--- src/rtl/pe_config_loader.sv ---
// pe_config_loader: streams PE instruction words into per-PE configuration
// buffers (PE-major order), then replays the loaded contexts with a broadcast
// run strobe. Every legal job is bracketed by a clear pulse and a done pulse.
// Optional feature macro: PE_CFG_LOADER_ABORT_EN adds an abort input that
// clears the PEs and ends the job with err=1.
module pe_config_loader #(
    parameter int NUM_PE = 4,
    parameter int INST_W = 28,
    parameter int DEPTH  = 16
) (
    input  logic                       clk,
    input  logic                       rst,
`ifdef PE_CFG_LOADER_ABORT_EN
    input  logic                       abort,
`endif
    input  logic                       start,
    input  logic [$clog2(DEPTH+1)-1:0] ctx_len,
    input  logic                       in_valid,
    input  logic [INST_W-1:0]          in_data,
    output logic                       in_ready,
    output logic                       pe_clr,
    output logic [INST_W-1:0]          pe_inst,
    output logic [NUM_PE-1:0]          pe_init,
    output logic                       pe_run,
    output logic                       busy,
    output logic                       done,
    output logic                       err
);

    localparam int CL_W = $clog2(DEPTH + 1);
    localparam int PE_W = (NUM_PE > 1) ? $clog2(NUM_PE) : 1;

    typedef enum logic [2:0] {
        S_IDLE  = 3'd0,
        S_CLEAR = 3'd1,
        S_LOAD  = 3'd2,
        S_FLUSH = 3'd3,
        S_RUN   = 3'd4,
        S_DRAIN = 3'd5,
        S_DONE  = 3'd6
    } state_t;

    state_t              r_state;
    state_t              w_next;
    logic [CL_W-1:0]     r_ctx_len;
    logic [CL_W-1:0]     r_ctx_idx;
    logic [PE_W-1:0]     r_pe_idx;
    logic [CL_W-1:0]     r_run_cnt;
    logic                r_drain;
    logic                r_err;
    logic                r_abort_pend;
    logic [INST_W-1:0]   r_pe_inst;
    logic [NUM_PE-1:0]   r_pe_init;

    logic                w_abort;
    logic                w_len_bad;
    logic                w_accept;
    logic                w_ctx_last;
    logic                w_last_beat;

    // One-hot strobe for the PE currently being written.
    function automatic logic [NUM_PE-1:0] onehot(input logic [PE_W-1:0] idx);
        logic [NUM_PE-1:0] v;
        v = '0;
        v[idx] = 1'b1;
        return v;
    endfunction

`ifdef PE_CFG_LOADER_ABORT_EN
    // Abort only has effect while a job is actually in flight.
    assign w_abort = abort && (r_state != S_IDLE) && (r_state != S_DONE);
`else
    assign w_abort = 1'b0;
`endif

    assign w_len_bad   = (ctx_len == '0) || (ctx_len > CL_W'(DEPTH));
    // A beat arriving in the same cycle as abort is refused so nothing is
    // written alongside the clear pulse.
    assign in_ready    = (r_state == S_LOAD) && !w_abort;
    assign w_accept    = in_valid && in_ready;
    assign w_ctx_last  = (r_ctx_idx == (r_ctx_len - CL_W'(1)));
    assign w_last_beat = w_ctx_last && (r_pe_idx == PE_W'(NUM_PE - 1));

    assign pe_clr  = (r_state == S_CLEAR);
    assign pe_run  = (r_state == S_RUN);
    assign busy    = (r_state != S_IDLE);
    assign done    = (r_state == S_DONE);
    assign err     = (r_state == S_DONE) && r_err;
    assign pe_inst = r_pe_inst;
    assign pe_init = r_pe_init;

    // Next-state decode; abort overrides every in-flight transition.
    always_comb begin
        w_next = r_state;
        if (w_abort) begin
            w_next = S_CLEAR;
        end else begin
            case (r_state)
                S_IDLE: begin
                    if (start) begin
                        if (w_len_bad) begin
                            w_next = S_DONE;
                        end else begin
                            w_next = S_CLEAR;
                        end
                    end else begin
                        w_next = S_IDLE;
                    end
                end
                S_CLEAR: begin
                    if (r_abort_pend) begin
                        w_next = S_DONE;
                    end else begin
                        w_next = S_LOAD;
                    end
                end
                S_LOAD: begin
                    if (w_accept && w_last_beat) begin
                        w_next = S_FLUSH;
                    end else begin
                        w_next = S_LOAD;
                    end
                end
                S_FLUSH: w_next = S_RUN;
                S_RUN: begin
                    if (r_run_cnt == CL_W'(1)) begin
                        w_next = S_DRAIN;
                    end else begin
                        w_next = S_RUN;
                    end
                end
                S_DRAIN: begin
                    if (r_drain) begin
                        w_next = S_DONE;
                    end else begin
                        w_next = S_DRAIN;
                    end
                end
                S_DONE:  w_next = S_IDLE;
                default: w_next = S_IDLE;
            endcase
        end
    end

    // State register plus the per-state counters and registered PE bus.
    always_ff @(posedge clk) begin
        if (rst) begin
            r_state      <= S_IDLE;
            r_ctx_len    <= '0;
            r_ctx_idx    <= '0;
            r_pe_idx     <= '0;
            r_run_cnt    <= '0;
            r_drain      <= 1'b0;
            r_err        <= 1'b0;
            r_abort_pend <= 1'b0;
            r_pe_inst    <= '0;
            r_pe_init    <= '0;
        end else begin
            r_state   <= w_next;
            r_pe_init <= '0;
            case (r_state)
                S_IDLE: begin
                    if (start) begin
                        r_ctx_len    <= ctx_len;
                        r_err        <= w_len_bad;
                        r_abort_pend <= 1'b0;
                    end
                end
                S_CLEAR: begin
                    r_ctx_idx <= '0;
                    r_pe_idx  <= '0;
                end
                S_LOAD: begin
                    if (w_accept) begin
                        r_pe_inst <= in_data;
                        r_pe_init <= onehot(r_pe_idx);
                        if (w_ctx_last) begin
                            r_ctx_idx <= '0;
                            r_pe_idx  <= r_pe_idx + PE_W'(1);
                        end else begin
                            r_ctx_idx <= r_ctx_idx + CL_W'(1);
                        end
                    end
                end
                S_FLUSH: begin
                    r_run_cnt <= r_ctx_len;
                end
                S_RUN: begin
                    r_run_cnt <= r_run_cnt - CL_W'(1);
                    r_drain   <= 1'b0;
                end
                S_DRAIN: begin
                    r_drain <= 1'b1;
                end
                S_DONE: begin
                    r_err        <= 1'b0;
                    r_drain      <= 1'b0;
                    r_abort_pend <= 1'b0;
                    r_run_cnt    <= '0;
                end
                default: begin
                    r_drain <= 1'b0;
                end
            endcase
            if (w_abort) begin
                r_abort_pend <= 1'b1;
                r_err        <= 1'b1;
            end
        end
    end

endmodule

--- config.mk ---
export PLATFORM = sky130hd
export DESIGN_NAME = pe_config_loader
export DESIGN_NICKNAME = d
export VERILOG_FILES = /design/src/rtl/pe_config_loader.sv
export SDC_FILE = /design/constraint.sdc
export NUM_CORES = 1
export LEC_CHECK = 0
export ABC_AREA = 0
export CAP_MARGIN = 20
export CELL_PAD_IN_SITES_DETAIL_PLACEMENT = 1
export CELL_PAD_IN_SITES_GLOBAL_PLACEMENT = 1
export CORE_MARGIN = 2
export CORE_UTILIZATION = 36
export DETAILED_ROUTE_END_ITERATION = 10
export HOLD_SLACK_MARGIN = 0.03
export PLACE_DENSITY = 0.89
export RECOVER_POWER = 50
export SYNTH_ARGS = -nofsm -noshare
export SYNTH_HDL_FRONTEND = slang
export SYNTH_SLANG_ARGS = --single-unit
--- constraint.sdc ---
create_clock -name clk -period 4.4 [get_ports clk]
set_input_delay 0.88 -clock clk [delete_from_list [all_inputs] [get_ports clk]]
set_output_delay 0.88 -clock clk [all_outputs]
set_load 0.005 [all_outputs]
==> flow_metrics.tcl, run 1 <==
set metrics [dict create \
    outcome "finished, violations left" \
    ys_ff_latch 54 \
    netlist.area_leader.share_pct 44.0 \
    cts_root_buffer "clkbuf_8" \
    clkTransAtPathRegs_ns 0.10 \
    grt_max_degree 56 \
    startpoint_type "register" \
    nNetsFinal 415 \
    wl_um 6820 \
    synth.largest_area_cell "dfxtp_1" \
    cts_setup_buffers 0 \
    avgRoutedWirePerCell_um 15.1 \
    syn_to_final_growth_pct 35.7 \
    drt-initial-drc-count 127 \
    final_cell_mix "73 x nand2_1, 54 x dfxtp_1, 43 x a21oi_1, 41 x clkdlybuf4s50_1, 32 x dlygate4sd3_1" \
    die_y_um 86.6 \
    fp.dieW_um 86.6 \
    drt_pre_antenna_iters 4 \
    slew_violations 56 \
    synthFlopType "dfxtp_1" \
    syn_area_um2 2460 \
    ys_seq_area_share_pct 44.0 \
    ys_types 44 \
    period_share_pct 70.1 \
    synthArstFlopShare_pct 0 \
    violations "capacitance limit, slew limit" \
    crit_type "reg -> out" \
    p_per_area_nw_per_um2 342 \
    dp.cells 443 \
    syn_avg_cell_area_um2 8.03 \
    syn_inst 306 \
    ctsLongestPathBuffers 2 \
    via_per_inst 5.14 \
    p_leak_uw 0.00130 \
    ant_nets 0 \
    core_area_um2 6720 \
    cp-end-kind "output port" \
    synthTopCellsByArea "dfxtp_1 44%, nand2_1 11%, a21oi_1 8.8%, ha_1 4.1%, nor2_1 3.7%" \
    cp.required_ns 3.52 \
    globalplace.congestion 0.801 \
    io_buffers 74 \
    max_clock_freq_mhz 324 \
    period_needed_ns 3.09 \
    antenna_found_initial 0 \
    hold_buffers 0 \
    htreeDepth 2 \
    synth_edf_count 0 \
    cts_resized 0 \
    cts_tree "built" \
    synth.net_count 351 \
    dieArea_um2 7510 \
    start_util_pct 36.6 \
    ir_drop_uv 132 \
    cp_max_fo 13 \
    instances_no_fill 451 \
    tightest_slew_ns 2.34 \
    grt_pass1_vias 2472 \
    grt_overflow 0 \
    skew_ns 0.00624 \
    fin_tns_setup_ns 0 \
    drive_gt1_share_pct 4.04 \
    critical_path_arrival_ns 2.21 \
    yosysWarningCount 0 \
    place_hpwl_um 4900 \
    maxSlewHeadroom_pct -55.8 \
    finalHoldViolCount 0 \
    grt_setup_unrepaired "false" \
    io_pins 75 \
    grt_pass1_wl_um 11600 \
    via_count 2320 \
    setup_viol 0 \
    final_common_cell "nand2_1" \
    grt_util_all_layers_pct 19.1 \
    maxCapViolCount 1 \
    cts.sinks 54 \
    numCtsBuffers 5 \
    hp-class "reg -> reg" \
    rows 30 \
    drc 0 \
    n_antenna_cell 0 \
    clkLatencyLatePin_ns 0.31 \
]
-- stage by stage --
| step | cell area, um^2 | setup slack, ns | power, uW | utilization [%] | hold WS (ns) |
|---|---|---|---|---|---|
| after global routing | 3340 | 1.17 | 1200 | 49.7 | 0.481 |
| after floorplan | 2460 | 2.32 | 698 | - | 0.453 |
| after detailed placement | 3220 | 1.36 | 803 | 47.9 | 0.449 |
| after global placement | 3220 | 1.42 | 792 | 47.9 | 0.441 |
| final | 3340 | 1.31 | 1140 | 49.7 | 0.456 |
| after CTS | 3340 | 1.31 | 1160 | 49.7 | 0.463 |
-- worst max-delay path, stage by stage (launching register included) --
cell             delay (ns)
dfxtp_1                0.65
inv_2                  0.14
or3_1                  0.42
inv_2                  0.16
clkdlybuf4s50_1        0.52
-- worst paths after layout --
kind / from / to / slack (ns) / depth (start not counted)
max: r_state[1] / in_ready / 1.31 / 4
min: pe_inst[10] / pe_inst[10] / 0.46 / 2
max reg2reg: r_state[1] / r_pe_idx[0] / 2.00 / 7
min reg2reg: pe_inst[10] / pe_inst[10] / 0.46 / 2
-- layer usage --
metal / global-route usage [%] / up-vias / wire [um]
met5: 0 / - / 0
met4: 5.68 / 0 / 97
met3: 2.57 / 8 / 203
met2: 34.4 / 51 / 3570
met1: 23.5 / 1096 / 2950
li1: - / 1165 / -
-- registers in the layout (all words and copies together), names as in the netlist --
register	count
r_ctx_idx	5
r_ctx_len	5
pe_inst	28
pe_init	4
r_err	1
r_state	3
r_drain	1
r_pe_idx	2
r_run_cnt	5
-- synth_stat cells, types with 4 or more instances --
library cell and instances:
clkbuf_1 14, nor2_1 24, ha_1 8, o21ai_0 4, a21oi_1 43, xnor2_1 4, inv_1 7, dfxtp_1 54
and2_1 5, nand3_1 6, o31ai_1 4, nand2_1 73, nand2b_1 4, nor2b_1 4, a211oi_1 4
-- power by group --
group | switching, uW | internal, uW | total, uW
sequential | 37.0 | 518 | 555
combinational | 117 | 116 | 233
clock | 165 | 187 | 352
total | 319 | 821 | 1140
-- final cells by class --
type                            count  area [um^2]
Clock buffer                        6         82.6
Clock inverter                      2         38.8
Fill cell                         800         3380
Inverter                           10         37.5
Multi-Input combinational cell    224         1250
Sequential cell                    54         1080
Tap cell                           80          100
Timing Repair Buffer               75          742
-- cell families (layout without fill, tap and decap cells) --
logic type,count (synthesis),count (layout),synth area share (%)
AO/OA/AOI/OAI,70,70,16.8
multiplexers,3,3,1.22
buffers and inverters,28,93,4.99
adder cells (fa/ha/maj),8,8,4.07
AND/OR/NAND/NOR,136,136,26.4
XOR/XNOR,7,7,2.49
flip-flops,54,54,44.0
(Power assumes the default switching activity.)
==> inputs of run 2 (changes only) <==
- CORE_UTILIZATION: 36 -> 33
- PLACE_DENSITY: 0.89 -> 0.82
- clock period: 4.4 -> 3.1 ns (I/O delays scaled with it)
==> run 2 against run 1 <==
  * The run still ends with capacitance limit, slew limit left
  * Clock-buffer cell count down 1
  * Combinational power up 41%
  * Total power up 47%
  * Core utilization down 2.8 points
  * Clock skew up 0.0014 ns
  * Critical endpoint unchanged
  * Largest cell class unchanged
==> flow_metrics.tcl, run 2 (synthesis gave the netlist of run 1 again) <==
set metrics [dict create \
    ant_nets 0 \
    maxSlewHeadroom_pct -60.5 \
    drt-initial-drc-count 66 \
    largest_reg_flops 28 \
    via_per_inst 4.91 \
    p_switching_uw 452 \
    power_uw 1680 \
    drive_gt1_share_pct 4.30 \
    p_leak_uw 0.00132 \
    slowest_stage "dfxtp_1" \
    n_antenna_cell 0 \
    p_comb_share_pct 19.6 \
    maxCapViolCount 1 \
    grt_overflow 0 \
    core_area_um2 7210 \
    cp_top_family "buffers and inverters" \
    critPathMaxStageDelay_ns 0.66 \
    htreeDepth 2 \
    dieArea_um2 8160 \
    clkTransAtPathRegs_ns 0.10 \
    globalplace.congestion 0.803 \
    critical_path_arrival_ns 2.17 \
    syn_to_final_growth_pct 37.7 \
    grt_util_all_layers_pct 17.1 \
    grt_pass1_vias 2379 \
    p_per_area_nw_per_um2 495 \
    violations "capacitance limit, slew limit" \
    antenna_found_initial 0 \
    slew_violations 56 \
    switching_share_pct 27.0 \
    place_hpwl_um 4800 \
    seqPwrFrac_pct 46.9 \
    grt_pass1_wl_um 11600 \
    io_pins 75 \
    cts_setup_buffers 0 \
    cts.sinks 54 \
    startpoint_type "register" \
    critPathBufInv 3 \
    tightest_slew_ns 2.41 \
    utilization_pct 46.9 \
    cts_root_buffer "clkbuf_8" \
    io_buffers 74 \
    setup_viol 0 \
    drt_pre_antenna_iters 4 \
    grt_setup_unrepaired "false" \
    fp.dieW_um 90.3 \
    crit_type "reg -> out" \
    ir_drop_uv 210 \
    cp-end-kind "output port" \
    p_clk_share_pct 33.5 \
    hp-class "reg -> reg" \
    ctsLongestPathBuffers 2 \
    grt_max_degree 56 \
    cp_max_fo 13 \
    numCtsBuffers 5 \
    rows 31 \
    max_clock_freq_mhz 358 \
    fin_tns_setup_ns 0 \
    cp.required_ns 2.48 \
    hold_buffers 0 \
    skew_ns 0.00767 \
    cts_resized 0 \
    cts_tree "built" \
    drc 0 \
    wl_um 6610 \
    final_common_cell "nand2_1" \
    p_int_uw 1220 \
    avgRoutedWirePerCell_um 14.0 \
    via_count 2312 \
    clkLatencyLatePin_ns 0.31 \
    period_needed_ns 2.79 \
    path_cells "inv_2 -> or3_1 -> inv_2 -> clkdlybuf4s50_1" \
    final_cell_mix "73 x nand2_1, 54 x dfxtp_1, 43 x a21oi_1, 41 x clkdlybuf4s50_1, 32 x dlygate4sd3_1" \
    start_util_pct 34.1 \
    outcome "finished, violations left" \
    nNetsFinal 416 \
    finalHoldViolCount 0 \
    crit_path_frequent_cell "inv_2" \
    period_share_pct 90.1 \
    die_y_um 90.3 \
]
[run 2: worst reg2reg max path, cell delays in order (launching register included)]
cell and delay, ns:
dfxtp_1 0.66, inv_2 0.13, or3_1 0.40, inv_2 0.15, nand2_1 0.07, buf_4 0.23, or4_1 0.51, o311ai_1 0.09
[run 2: through the flow]
stage | hold WS [ns] | area [um^2] | worst slack (ns) | std cells
6_report | 0.456 | 3380 | 0.305 | 471
5_1_grt | 0.477 | 3380 | 0.0723 | 471
3_3_place_gp | 0.441 | 3250 | 0.675 | 463
3_5_place_dp | 0.447 | 3250 | 0.670 | 463
2_1_floorplan | 0.453 | 2460 | 1.28 | 306
4_1_cts | 0.461 | 3390 | 0.298 | 471
[run 2: final cells by class]
class / count / area (um^2)
sequential: 54 / 1080
tap: 99 / 124
fill: 899 / 3830
timing repair buffer: 76 / 749
inverter: 10 / 37.5
clock inverter: 3 / 68.8
clock buffer: 5 / 68.8
multi-input combinational: 224 / 1250
[run 2: layer usage]
layer  GRT usage [%]  routed length, um  up-vias
met1            22.3               2990     1092
li1                -                  -     1169
met2            28.6               3320       41
met3            3.42                179       10
met5               0                  0        -
met4            5.13                122        0
[run 2: final timing paths]
check / depth (start not counted) / slack, ns / to / from
hold reg to reg: 2 / 0.46 / pe_inst[26] / pe_inst[26]
setup reg to reg: 7 / 0.77 / r_pe_idx[0] / r_state[1]
setup / recovery: 4 / 0.31 / in_ready / r_state[1]
hold / removal: 2 / 0.46 / pe_inst[26] / pe_inst[26]
[run 2: power groups by stage]
stage               combinational (uW)  sequential [uW]  clock [uW]
floorplan                          210              780           0
global placement                   327              801           0
detailed placement                 336              803           0
CTS                                339              788         577
global route                       370              796         614
finish                             329              787         561
==> RTL change 1 (flow settings as in run 2) <==
The option `PE_CFG_LOADER_ABORT_EN` is turned on by a define.
--- a/src/rtl/pe_config_loader.sv
+++ b/src/rtl/pe_config_loader.sv
@@ -3,6 +3,8 @@
 // run strobe. Every legal job is bracketed by a clear pulse and a done pulse.
 // Optional feature macro: PE_CFG_LOADER_ABORT_EN adds an abort input that
 // clears the PEs and ends the job with err=1.
+`define PE_CFG_LOADER_ABORT_EN
+
 module pe_config_loader #(
     parameter int NUM_PE = 4,
     parameter int INST_W = 28,
Ports: changed (added abort); port bits go from 75 to 76. The function was not compared with the original's and may differ.
==> RTL change 1 against run 2 <==
Sequential cell count grew 1. Worst hold slack improved by 5.9 ps. Routed wire length is 11% higher. Count of clock-buffer cells in the layout grew 1. Clock skew grew 1.9 ps. Die area rose by 2.2%. Synthesized area increased by 2.3%. Final area increased by 1.6%. Setup slack improved by 130 ps. Critical endpoint unchanged. Largest cell class unchanged. Highest routed layer unchanged.
Power is not compared: it rests on default switching activity, and its combinational part moved more than twofold at a synthesized area within 25%.
==> RTL change 1: results (changes against run 2) <==
first-pass GRT wire length -> 12100 um (+4.3%)
Clock-cell share -> 2.62% (-1.4 points)
clk sinks -> 55 (+1.9%)
vias in the first global route -> 2530 (+6.3%)
CP Data Arrival Time -> 2050 ps (-120 ps)
# placed instances -> 467 (+0.86%)
Worst Skew -> 9.56 ps (+1.89 ps)
synth cell count leaders -> nand2_1 (77), dfxtp_1 (55), a21oi_1 (43)
fraction of area in multi-input gates -> 38.2% (+1.1 points)
via count -> 2423 (+4.8%)
max incr delay on CP -> 570 ps (-90 ps)
initial antenna violation count -> 0 (unchanged)
layout cell share with drive strength beyond 1 -> 6.12% (+1.8 points)
total global-route track usage -> 18.0% (+0.91 points)
Reg-to-Reg End -> r_ctx_idx[3]
Worst Setup SP -> r_state[0]
Max VDD drop -> 0.000199 V
Seq. cell area -> 1100 um^2 (+1.9%)
XOR/XNOR Fraction of Synth Area -> 2.44% (-0.057 points)
max cap viols -> 0 (-1)
Slowest cell on crit path -> or3b_1
Tightest Pin Transition -> 636 ps (-1770 ps)
Register-to-Register Setup Slack -> 700 ps (-70 ps)
Largest register FFs -> 28 (unchanged)
Layout clock buffers -> 6 (+1)
HP Start -> r_abort_pend
Compound-Gate Fraction of Synth Area -> 18.9% (+2.1 points)
status -> completed
post-DP HPWL -> 5340 um (+11%)
Non-clock buffer share -> 22.5% (+0.32 points)
pin count of the biggest net entering global routing -> 31 (-45%)
Psw -> 0.784 mW
worst hold endpoint -> r_abort_pend
Synth Net Count -> 352 (+0.28%)
Signal buffers -> 79 (+3.9%)
Post-Synth Adder-Cell Area -> 3.98% (-0.093 points)
final instance area -> 3440 um^2 (+1.6%)
final core utilization -> 46.9% (about the same)
CP max FO -> 20 (+7)
Port Buf Inserts -> 75 (+1.4%)
fillers -> 870 (-3.2%)
routability cong. -> 0.767 (-4.5%)
WHS -> 462 ps (+5.90 ps)
mux cell area share after synthesis -> 0.398% (-0.82 points)
H-tree depth -> 2 (unchanged)
Seq/Total Area, Yosys -> 43.8% (-0.21 points)
drt initial violations -> 62 (-6.1%)
worst-skew pair later-pin latency -> 320 ps
Cell variety after synth -> 51 (+16%)
Vias/cell -> 5.10 (+3.9%)
Post-Route WL -> 7360 um (+11%)
dpl cell area -> 3350 um^2 (+3.2%)
Nets -> 421 (+1.2%)
R2R Path Start -> r_ctx_len[0]
top cells by area, synth -> dfxtp_1 (44%), nand2_1 (11%), a21oi_1 (8.6%), ha_1 (4.0%), and2_1 (1.5%)
RTL change 1: worst max-delay path, delay by kind of cell, from the launching register on:
family	cells	cell delay, ps
simple gates	2	700
buf+inv	1	510
flops	1	520
RTL change 1: power groups by stage:
stage	combinational (mW)	clock [mW]	sequential, mW
2_1_floorplan	0.511	0	0.888
3_3_place_gp	0.726	0	0.946
3_5_place_dp	0.765	0	0.952
4_1_cts	0.772	0.424	0.937
5_1_grt	0.835	0.441	0.953
6_report	0.746	0.413	0.937
RTL change 1: per-layer routing:
| layer | vias to the layer above | GRT usage, % | wire length [um] |
|---|---|---|---|
| met5 | - | 0 | 0 |
| met4 | 0 | 6.94 | 143 |
| met3 | 12 | 3.07 | 270 |
| met2 | 57 | 33.6 | 3880 |
| met1 | 1162 | 20.2 | 3070 |
| li1 | 1192 | - | - |
==> RTL change 2 (config.mk and constraints of run 2) <==
Without the edit above. Encoding of `state_t`: now one-hot (7 bits for 7 states).
--- a/src/rtl/pe_config_loader.sv
+++ b/src/rtl/pe_config_loader.sv
@@ -30,14 +30,14 @@
     localparam int CL_W = $clog2(DEPTH + 1);
     localparam int PE_W = (NUM_PE > 1) ? $clog2(NUM_PE) : 1;
 
-    typedef enum logic [2:0] {
-        S_IDLE  = 3'd0,
-        S_CLEAR = 3'd1,
-        S_LOAD  = 3'd2,
-        S_FLUSH = 3'd3,
-        S_RUN   = 3'd4,
-        S_DRAIN = 3'd5,
-        S_DONE  = 3'd6
+    typedef enum logic [6:0] {
+        S_IDLE  = 7'b0000001,
+        S_CLEAR = 7'b0000010,
+        S_LOAD  = 7'b0000100,
+        S_FLUSH = 7'b0001000,
+        S_RUN   = 7'b0010000,
+        S_DRAIN = 7'b0100000,
+        S_DONE  = 7'b1000000
     } state_t;
 
     state_t              r_state;
Check against the original RTL: no difference found for any inputs over 10 cycles, from zero or initial values and one cycle with rst high; not proved beyond that.
==> RTL change 2 against run 2 <==
Final area grew 9.1%. Synthesized area grew 8.5%. Sequential cell count grew 4. Setup slack lost 88 ps. Routed wire length grew 15%. Highest routed layer unchanged.
Power is not compared: it rests on default switching activity, and its combinational part moved more than twofold at a synthesized area within 25%.
==> RTL change 2: results (changes against run 2) <==
Worst Skew -> 12.3 ps (+4.60 ps)
mean routed wirelength per cell -> 15.2 um (+8.1%)
# placed instances -> 484 (+4.5%)
XOR/XNOR Fraction of Synth Area -> 3.94% (+1.4 points)
Vias/cell -> 5.07 (+3.3%)
mux cell area share after synthesis -> 2.63% (+1.4 points)
first-pass GRT wire length -> 12800 um (+10%)
crit path to -> busy
pin count of the biggest net entering global routing -> 32 (-43%)
Metal-1 WL -> 3190 um (+6.5%)
vias in the first global route -> 2719 (+14%)
Register-to-Register Setup Slack -> 720 ps (-50 ps)
Compound-Gate Fraction of Synth Area -> 14.8% (-2.0 points)
met3 wire length -> 410 um (+130%)
Cell variety after synth -> 48 (+9.1%)
GR Util met3 -> 5.70% (+2.3 points)
total global-route track usage -> 18.7% (+1.6 points)
routed length on met2 -> 3820 um (+15%)
Tightest Pin Transition -> 1090 ps (-1310 ps)
synth cell count leaders -> nand2_1 (67), dfxtp_1 (58), a21oi_1 (35)
Reg clk slew, reported paths -> 80 ps (-20 ps)
Synth Net Count -> 368 (+4.8%)
top cells by area, synth -> dfxtp_1 (44%), nand2_1 (9.4%), a21oi_1 (6.6%), ha_1 (3.8%), nor2_1 (2.8%)
CP Data Arrival Time -> 2260 ps (+90 ps)
Nets -> 438 (+5.3%)
R2R Path Start -> r_ctx_len[1]
Pre-Repair DR Iteration Count -> 4 (unchanged)
worst-skew pair later-pin latency -> 350 ps (+40 ps)
layout cell share with drive strength beyond 1 -> 6.78% (+2.5 points)
CP max FO -> 7 (-6)
fillers -> 923 (+2.7%)
Avg Cell Area, Syn -> 8.26 um^2 (+2.8%)
Reg-to-Reg End -> r_pe_idx[1]
Post-Synth Adder-Cell Area -> 3.75% (-0.32 points)
status -> completed
Post-Route WL -> 7590 um (+15%)
Worst Setup SP -> r_state[5]
Seq/Total Area, Yosys -> 43.5% (-0.46 points)
M2 GR Usage -> 32.7% (+4.1 points)
CTS Buf Count -> 9 (+4)
post-DP HPWL -> 5590 um (+16%)
drt initial violations -> 83 (+26%)
RTL change 2: report_power, final:
part,internal (mW),switching [mW]
clock,0.472,0.309
sequential,0.757,0.0180
combinational,0.0870,0.0757
RTL change 2: logic make-up (layout without fill, tap and decap cells):
group,after synthesis,count (layout)
buffers and inverters,33,108
multiplexers,7,7
XOR/XNOR,12,12
AO/OA/AOI/OAI,63,63
AND/OR/NAND/NOR,142,142
flip-flops,58,58
adder cells (fa/ha/maj),8,8
RTL change 2: cell type report:
| cell class | instances | share of cell area (%) |
|---|---|---|
| multi-input cells | 232 | 36.9 |
| well taps | 102 | 3.46 |
| flip-flops and latches | 58 | 31.4 |
| clock inverters | 5 | 2.10 |
| repair buffers | 80 | 21.0 |
| inverters | 12 | 1.22 |
| clock buffers | 11 | 3.83 |
RTL change 2: critical path: stages (launching register included):
cell and delay (ps):
dfxtp_1 400, or4_1 620, nor4b_2 350, inv_1 100, clkdlybuf4s50_1 450
RTL change 2: through the flow:
stage | area [um^2] | worst slack [ps] | util, %
after floorplan | 2670 | 1160 | -
after global placement | 3490 | 684 | 44.9
after detailed placement | 3490 | 646 | 44.9
after CTS | 3710 | 255 | 47.7
after global routing | 3690 | 106 | 47.6
final | 3690 | 218 | 47.6
RTL change 2: worst min path at each step:
stage | slack (ps) | startpoint | depth (start not counted) | end
floorplan | 450 | r_drain | 2 | r_drain
finish | 450 | pe_inst[9] | 2 | pe_inst[9]
CTS | 460 | pe_inst[10] | 2 | pe_inst[10]
global route | 480 | pe_inst[1] | 2 | pe_inst[1]
global placement | 440 | pe_inst[26] | 2 | pe_inst[26]
detailed placement | 450 | pe_inst[9] | 2 | pe_inst[9]
